File: src/rtl/iob_native_initiator.sv
// iob_native_initiator
// Turns single commands from a valid/ready command port into IOb native-bus
// accesses, waits for the responder's ready pulse (or a cycle timeout), and
// returns read data / error on a valid/ready response port.
module iob_native_initiator #(
  parameter int DATA_W    = 32,
  parameter int ADDR_W    = 32,
  parameter int TIMEOUT_W = 8,
  parameter int TIMEOUT   = 255
) (
  input  logic                clk,
  input  logic                rst,
  // command port
  input  logic                cmd_valid,
  output logic                cmd_ready,
  input  logic [ADDR_W-1:0]   cmd_addr,
  input  logic [DATA_W-1:0]   cmd_wdata,
  input  logic [DATA_W/8-1:0] cmd_wstrb,
  // response port
  output logic                rsp_valid,
  input  logic                rsp_ready,
  output logic [DATA_W-1:0]   rsp_rdata,
  output logic                rsp_err,
  output logic                busy,
  // native bus
  output logic                valid,
  output logic [ADDR_W-1:0]   address,
  output logic [DATA_W-1:0]   wdata,
  output logic [DATA_W/8-1:0] wstrb,
  input  logic [DATA_W-1:0]   rdata,
  input  logic                ready
);

  localparam int STRB_W = DATA_W / 8;

  // A zero TIMEOUT disables the abort path entirely.
  localparam bit                   TIMEOUT_EN = (TIMEOUT != 0);
  // Counter value seen on the last cycle valid may be held.
  localparam logic [TIMEOUT_W-1:0] CNT_LAST   = TIMEOUT_W'(TIMEOUT - 1);
  localparam logic [TIMEOUT_W-1:0] CNT_ONE    = TIMEOUT_W'(1);

  typedef enum logic [1:0] {
    IDLE = 2'd0,
    REQ  = 2'd1,
    RSP  = 2'd2
  } state_t;

  state_t               state_r,     state_nxt_s;
  logic [TIMEOUT_W-1:0] count_r,     count_nxt_s;
  logic                 valid_nxt_s;
  logic [ADDR_W-1:0]    address_nxt_s;
  logic [DATA_W-1:0]    wdata_nxt_s;
  logic [STRB_W-1:0]    wstrb_nxt_s;
  logic                 rsp_valid_nxt_s;
  logic [DATA_W-1:0]    rsp_rdata_nxt_s;
  logic                 rsp_err_nxt_s;

  // Handshake flags are pure decodes of the state.
  assign cmd_ready = (state_r == IDLE);
  assign busy      = (state_r != IDLE);

  // Next-state and next-output decode; every register holds unless a transition updates it.
  always_comb begin
    state_nxt_s     = state_r;
    count_nxt_s     = count_r;
    valid_nxt_s     = valid;
    address_nxt_s   = address;
    wdata_nxt_s     = wdata;
    wstrb_nxt_s     = wstrb;
    rsp_valid_nxt_s = rsp_valid;
    rsp_rdata_nxt_s = rsp_rdata;
    rsp_err_nxt_s   = rsp_err;

    case (state_r)
      IDLE: begin
        if (cmd_valid) begin
          address_nxt_s = cmd_addr;
          wdata_nxt_s   = cmd_wdata;
          wstrb_nxt_s   = cmd_wstrb;
          count_nxt_s   = {TIMEOUT_W{1'b0}};
          valid_nxt_s   = 1'b1;
          state_nxt_s   = REQ;
        end else begin
          state_nxt_s   = IDLE;
        end
      end
      REQ: begin
        // ready is checked first so a same-cycle answer beats the timeout
        if (ready) begin
          rsp_rdata_nxt_s = (wstrb == {STRB_W{1'b0}}) ? rdata : {DATA_W{1'b0}};
          rsp_err_nxt_s   = 1'b0;
          valid_nxt_s     = 1'b0;
          rsp_valid_nxt_s = 1'b1;
          state_nxt_s     = RSP;
        end else if (TIMEOUT_EN && (count_r == CNT_LAST)) begin
          rsp_rdata_nxt_s = {DATA_W{1'b0}};
          rsp_err_nxt_s   = 1'b1;
          valid_nxt_s     = 1'b0;
          rsp_valid_nxt_s = 1'b1;
          state_nxt_s     = RSP;
        end else begin
          count_nxt_s     = count_r + CNT_ONE;
        end
      end
      RSP: begin
        // stray ready here is ignored; only the response handshake moves on
        if (rsp_ready) begin
          rsp_valid_nxt_s = 1'b0;
          state_nxt_s     = IDLE;
        end else begin
          state_nxt_s     = RSP;
        end
      end
      default: begin
        valid_nxt_s     = 1'b0;
        rsp_valid_nxt_s = 1'b0;
        state_nxt_s     = IDLE;
      end
    endcase
  end

  // State and registered-output update with synchronous reset.
  always_ff @(posedge clk) begin
    if (rst) begin
      state_r   <= IDLE;
      count_r   <= {TIMEOUT_W{1'b0}};
      valid     <= 1'b0;
      address   <= {ADDR_W{1'b0}};
      wdata     <= {DATA_W{1'b0}};
      wstrb     <= {STRB_W{1'b0}};
      rsp_valid <= 1'b0;
      rsp_rdata <= {DATA_W{1'b0}};
      rsp_err   <= 1'b0;
    end else begin
      state_r   <= state_nxt_s;
      count_r   <= count_nxt_s;
      valid     <= valid_nxt_s;
      address   <= address_nxt_s;
      wdata     <= wdata_nxt_s;
      wstrb     <= wstrb_nxt_s;
      rsp_valid <= rsp_valid_nxt_s;
      rsp_rdata <= rsp_rdata_nxt_s;
      rsp_err   <= rsp_err_nxt_s;
    end
  end

endmodule
File: config.mk
export PLATFORM = sky130hd
export DESIGN_NAME = iob_native_initiator
export DESIGN_NICKNAME = d
export VERILOG_FILES = /design/src/rtl/iob_native_initiator.sv
export SDC_FILE = /design/constraint.sdc
export NUM_CORES = 1
export LEC_CHECK = 0
export ABC_CLOCK_PERIOD_IN_PS = 2040
export BUFFER_PORTS_ARGS = -buffer_cell sky130_fd_sc_hd__buf_2
export CAP_MARGIN = 20
export CORE_MARGIN = 2
export CORE_UTILIZATION = 46
export DETAILED_ROUTE_END_ITERATION = 7
export PLACE_DENSITY = 0.8
export SYNTH_ARGS = -nofsm -noshare
export SYNTH_HDL_FRONTEND = slang
export SYNTH_SLANG_ARGS = --single-unit
export TNS_END_PERCENT = 100
File: constraint.sdc
create_clock -name clk -period 2.04 [get_ports clk]
set_input_delay 0.306 -clock clk [delete_from_list [all_inputs] [get_ports clk]]
set_output_delay 0.306 -clock clk [all_outputs]
set_load 0.005 [all_outputs]
# Yosys cells after proc, flatten, opt, wreduce, memory -nomap -nowiden
# Index checks and enable logic that the tools add are counted.
[totals] ff_bits=113 latchBits=0 mem_bits_rw=0 rom_bits=0 output_inout_bits=105 wordCells=51 n_memories=0
[classes] add_sub_neg=1 n_mul=0 div_mod_pow=0 order_cmp=0 n_eq_ne=8 n_shift=0 mux=21 bitwise=2 reduce_logical=10
[ops] operator="32-bit 2-to-1 mux" count=3
[ops] operator="8-bit 2-to-1 mux" count=3
[ops] operator="8-bit one-hot mux with 2 select lines" count=1
[ops] operator="8-bit by 1-bit adder with 8-bit output (second input constant)" count=1
[ops] operator="8-bit == test (second input constant)" count=1
[ops] operator="1-bit 2-to-1 mux" count=8
[ops] operator="2-bit inequality test (second input constant)" count=4
[ops] operator="2-bit 2-to-1 mux" count=3
[ops] operator="1-bit one-hot mux with 3 select lines" count=2
[ops] operator="2-bit one-hot mux with 3 select lines" count=1
[ops] operator="3-bit AND reduction" count=2
[ops] operator="2-bit nonzero test" count=3
[ops] operator="4-bit zero test" count=1
[ops] operator="2-bit AND reduction" count=2
[ops] operator="4-bit AND reduction" count=1
[ops] operator="3-bit inequality test (second input constant)" count=1
[ops] operator="2-bit by 1-bit == test with 1-bit output (second input constant)" count=1
[ops] operator="2-bit == test (second input constant)" count=1
[ops] operator="2-bit zero test" count=1
[ops] operator="1-bit NOT" count=2

# Logic depth before layout (Yosys ltp)
[depth] word_depth=4 mapped_depth=7 ltp_nobuf=6

# Worst setup path after synthesis
# Ideal clock, no wire load.
[synth_path] path_kind="register to register" from="register count_r[0]" to="register rsp_rdata[19]" setup_ns=0.072 arrival_time_ns=1.598 t_required_ns=1.968 path_slack_ns=0.370 stages_incl_launch_ff=8 n_path_buf=1 path_cell_list="dfxtp_1 > inv_1 > ha_1 > nand3_1 > nor2_1 > o21ai_1 > buf_2 > mux2i_1"
[synth_between] elab_chain_cells=3
[synth_rtl] element="start, declared" line="49" source="logic [TIMEOUT_W-1:0] count_r, count_nxt_s;"
[synth_rtl] element="start signal, assigned" line="126" source="count_r <= {TIMEOUT_W{1'b0}};"
[synth_rtl] element="start signal, assigned" line="136" source="count_r <= count_nxt_s;"
[synth_rtl] element="8-bit == test" line="95" source="end else if (TIMEOUT_EN && (count_r == CNT_LAST)) begin"
[synth_rtl] element="2-bit nonzero test (no line)"
[synth_rtl] element="2-bit AND reduction (no line)"
[synth_rtl] element="end signal, assigned" line="132" source="rsp_rdata <= {DATA_W{1'b0}};"
[synth_rtl] element="end signal, assigned" line="142" source="rsp_rdata <= rsp_rdata_nxt_s;"
[synth_rtl] element="end, declared" line="22" source="output logic [DATA_W-1:0] rsp_rdata,"
# No other way between the ends.
# A chain may end at the register's enable or synchronous reset.

# Worst setup path after layout
[layout_path] from="register state_r[1]" to="output busy"
[layout_between] elab_chain_cells=1
[layout_rtl] element="start, declared" line="48" source="state_t state_r, state_nxt_s;"
[layout_rtl] element="start signal, assigned" line="135" source="state_r <= state_nxt_s;"
[layout_rtl] element="2-bit nonzero test" line="60" source="assign busy = (state_r != IDLE);"
[layout_rtl] element="end, declared" line="24" source="output logic busy,"
# No other way between the ends.

==> results.toml <==
[yosys]
synth-compound-area-share_pct = 11.6
synth_top_family_by_area = "simple AND/OR/NAND/NOR gates"
yosys-top-cells-area = "dfxtp_1 (53%), nand2_1 (18%), a21oi_1 (9.2%), mux2i_1 (7.3%), clkbuf_1 (1.8%)"
synthAdderAreaFrac_pct = 0.591
ys.flop_type = "dfxtp_1"
synth-simple-area-share_pct = 22.8
ys_async_sr_fraction_pct = 0
synth.top_cell.area_share_pct = 53.4
synth_xor_area_share_pct = 0
synth_commonest_cells = "nand2_1 (202), dfxtp_1 (113), a21oi_1 (78)"
synth.area.mux_share_pct = 7.33
synth-edff-count = 0
post-synth-top-count-cell = "nand2_1"
ys_warn_count = 0
synth_area_mm2 = 0.00423
syn_avg_cell_area_um2 = 8.21
synth_fp_nets = 623
synth_cell_types = 34
synth.largest_area_cell = "dfxtp_1"
synthCells = 516
ys_seq_elements = 113
ys_seq_area_share_pct = 53.4

[power_and_ir_drop]
peakVddDrop_mv = 0.501
powerDensity_mw_per_mm2 = 969
finalPower_mw = 5.79
p_leak_nw = 2.93

[worst_setup_path]
critPathLaunchType = "flop"
crit_path_end_kind = "output pin"
path_cells = "nor2_1 > inv_1 > buf_2"
worst_ep_required_time_ns = 1.73
crit_arrival_ns = 1.42
crit_type = "reg -> out"
cp_slowest_cell = "dfxtp_1"
slowest_delay_ns = 0.37
reg2regPathDepth = 5
crit_path_max_fanout = 6

[clock_network]
cts_resized = 0
clk_latency_ns = 0.49
cts_tree = "yes"
h-tree-depth = 4
clock_path_buffers = 2
cts.clk_slew.worst_paths_ns = 0.06
cts-hold-fix-buffers = 0
root_buffer = "clkbuf_8"
numCtsBuffers = 17
cts_sinks = 113
cts_setup_buffers = 0

[job]
max-cap-violations = 0

[timing]
final_hold_viol_count = 0
finalSetupViolCount = 0
worst_clock_skew_ns = 0.0107
worst_slack_ns = 0.315
post-route-period-util_pct = 84.6
finalCriticalPeriod_ns = 1.72
drv_slew = 0
rsz0062_at_grt = "false"
max_freq_ghz = 0.580
fin_hold_ws_ns = 0.0426
max-slew-margin-rel_pct = 71.4
tightestPinTransition_ns = 0.429
fin_setup_tns_ns = 0

[final_layout]
drive_above_1_share_pct = 35.2
multiInputGateArea_mm2 = 0.00182
area_growth_pct = 41.2
num_antenna_cells = 0
final_net_count = 826
register_area_mm2 = 0.00226
n_fill_cell = 767
post-route-util_pct = 65.9

[route]
wl_per_cell_um = 13.3
viasPerCell = 4.94
ant_nets = 0
drtPass1Iterations = 5
drt_iter0_markers = 160
drc = 0
num_vias = 4154
drt-total-wl_mm = 11.2

[grt]
grt_pass1_vias = 3950
grt_first_pass_wirelength_mm = 18.1
grt_max_degree = 50
gr-total-overflow = 0
antenna_found_initial = 0
grt_usage_pct = 22.5

[hold_path]
hold_class = "in -> reg"
whs_path_depth = 3

[die]
ios = 210
dieHeight_um = 99.9
std_cell_rows = 35
core_area_mm2 = 0.00906
fp.dieW_um = 99.9
die-area_mm2 = 0.00999
start_util_pct = 46.7

[placement]
place_congestion = 0.833
dp_slack_ns = 0.378
numPortBuffers = 209
hpwl_mm = 7.92

[outcome]
status = "complete, no violations"
path summary, 6_finish.rpt:
check                start         end  slack, ns
max             state_r[1]        busy       0.32
min          cmd_wdata[19]   wdata[19]       0.04
max reg2reg     count_r[0]  count_r[6]       0.39
min reg2reg       wdata[9]    wdata[9]       0.45
critical path: cells and delay by family, from the launching register on:
family / cells / cell delay (ns)
buffers and inverters: 2 / 0.20
flip-flops: 1 / 0.37
AND/OR/NAND/NOR: 1 / 0.35
layout make-up:
class                           count  area share [%]
Clock buffer                       20            7.62
Clock inverter                     10            1.86
Inverter                            4           0.251
Multi-Input combinational cell    363            30.4
Sequential cell                   113            37.8
Tap cell                          111            2.32
Timing Repair Buffer              220            19.7
cell usage in the layout (no fill, tap or decap), types with 2 or more instances in the layout:
master,instances
o31a_1,2
a21oi_1,78
nand2_1,201
nor4_1,2
o21ai_0,4
ha_1,2
buf_12,4
buf_2,209
dfxtp_1,113
nand3b_1,2
inv_1,4
clkbuf_16,16
bufinv_16,2
mux2i_1,31
clkinvlp_4,3
o21a_1,3
clkinv_2,4
buf_4,7
nand3_1,14
nor2_1,5
clkbuf_8,4
a31oi_1,2
registers in the layout, summed over array words and instances (netlist names):
register   flops
address       32
count_r        8
wstrb          4
valid          1
rsp_rdata     32
wdata         32
rsp_err        1
state_r        2
rsp_valid      1
report_power, final:
group	switching (mW)	leakage (nW)	internal (mW)
sequential	0.0621	0.922	2.32
combinational	0.340	1.74	0.278
clock	0.979	0.274	1.81
total	1.38	2.93	4.41
metal layers:
metal / up-vias / global-route usage, % / share of wire, %
li1: 2094 / - / -
met1: 1880 / 27.6 / 42
met2: 174 / 36.3 / 48
met3: 6 / 9.05 / 8.7
met4: 0 / 7.48 / 0.70
met5: - / 0 / 0
cells by family after synthesis:
| family | after synthesis |
|---|---|
| flip-flops | 113 |
| adder cells (fa/ha/maj) | 2 |
| buffers and inverters | 40 |
| AND/OR/NAND/NOR | 237 |
| AO/OA/AOI/OAI | 93 |
| multiplexers | 31 |
through the flow:
| stage | cells | cell area [µm²] |
|---|---|---|
| after CTS | 841 | 5980 |
| final | 841 | 5980 |
| after global routing | 841 | 5980 |
| after detailed placement | 811 | 5410 |
| after global placement | 811 | 5410 |
| after floorplan | 516 | 4230 |
(Power assumes the default switching activity.)
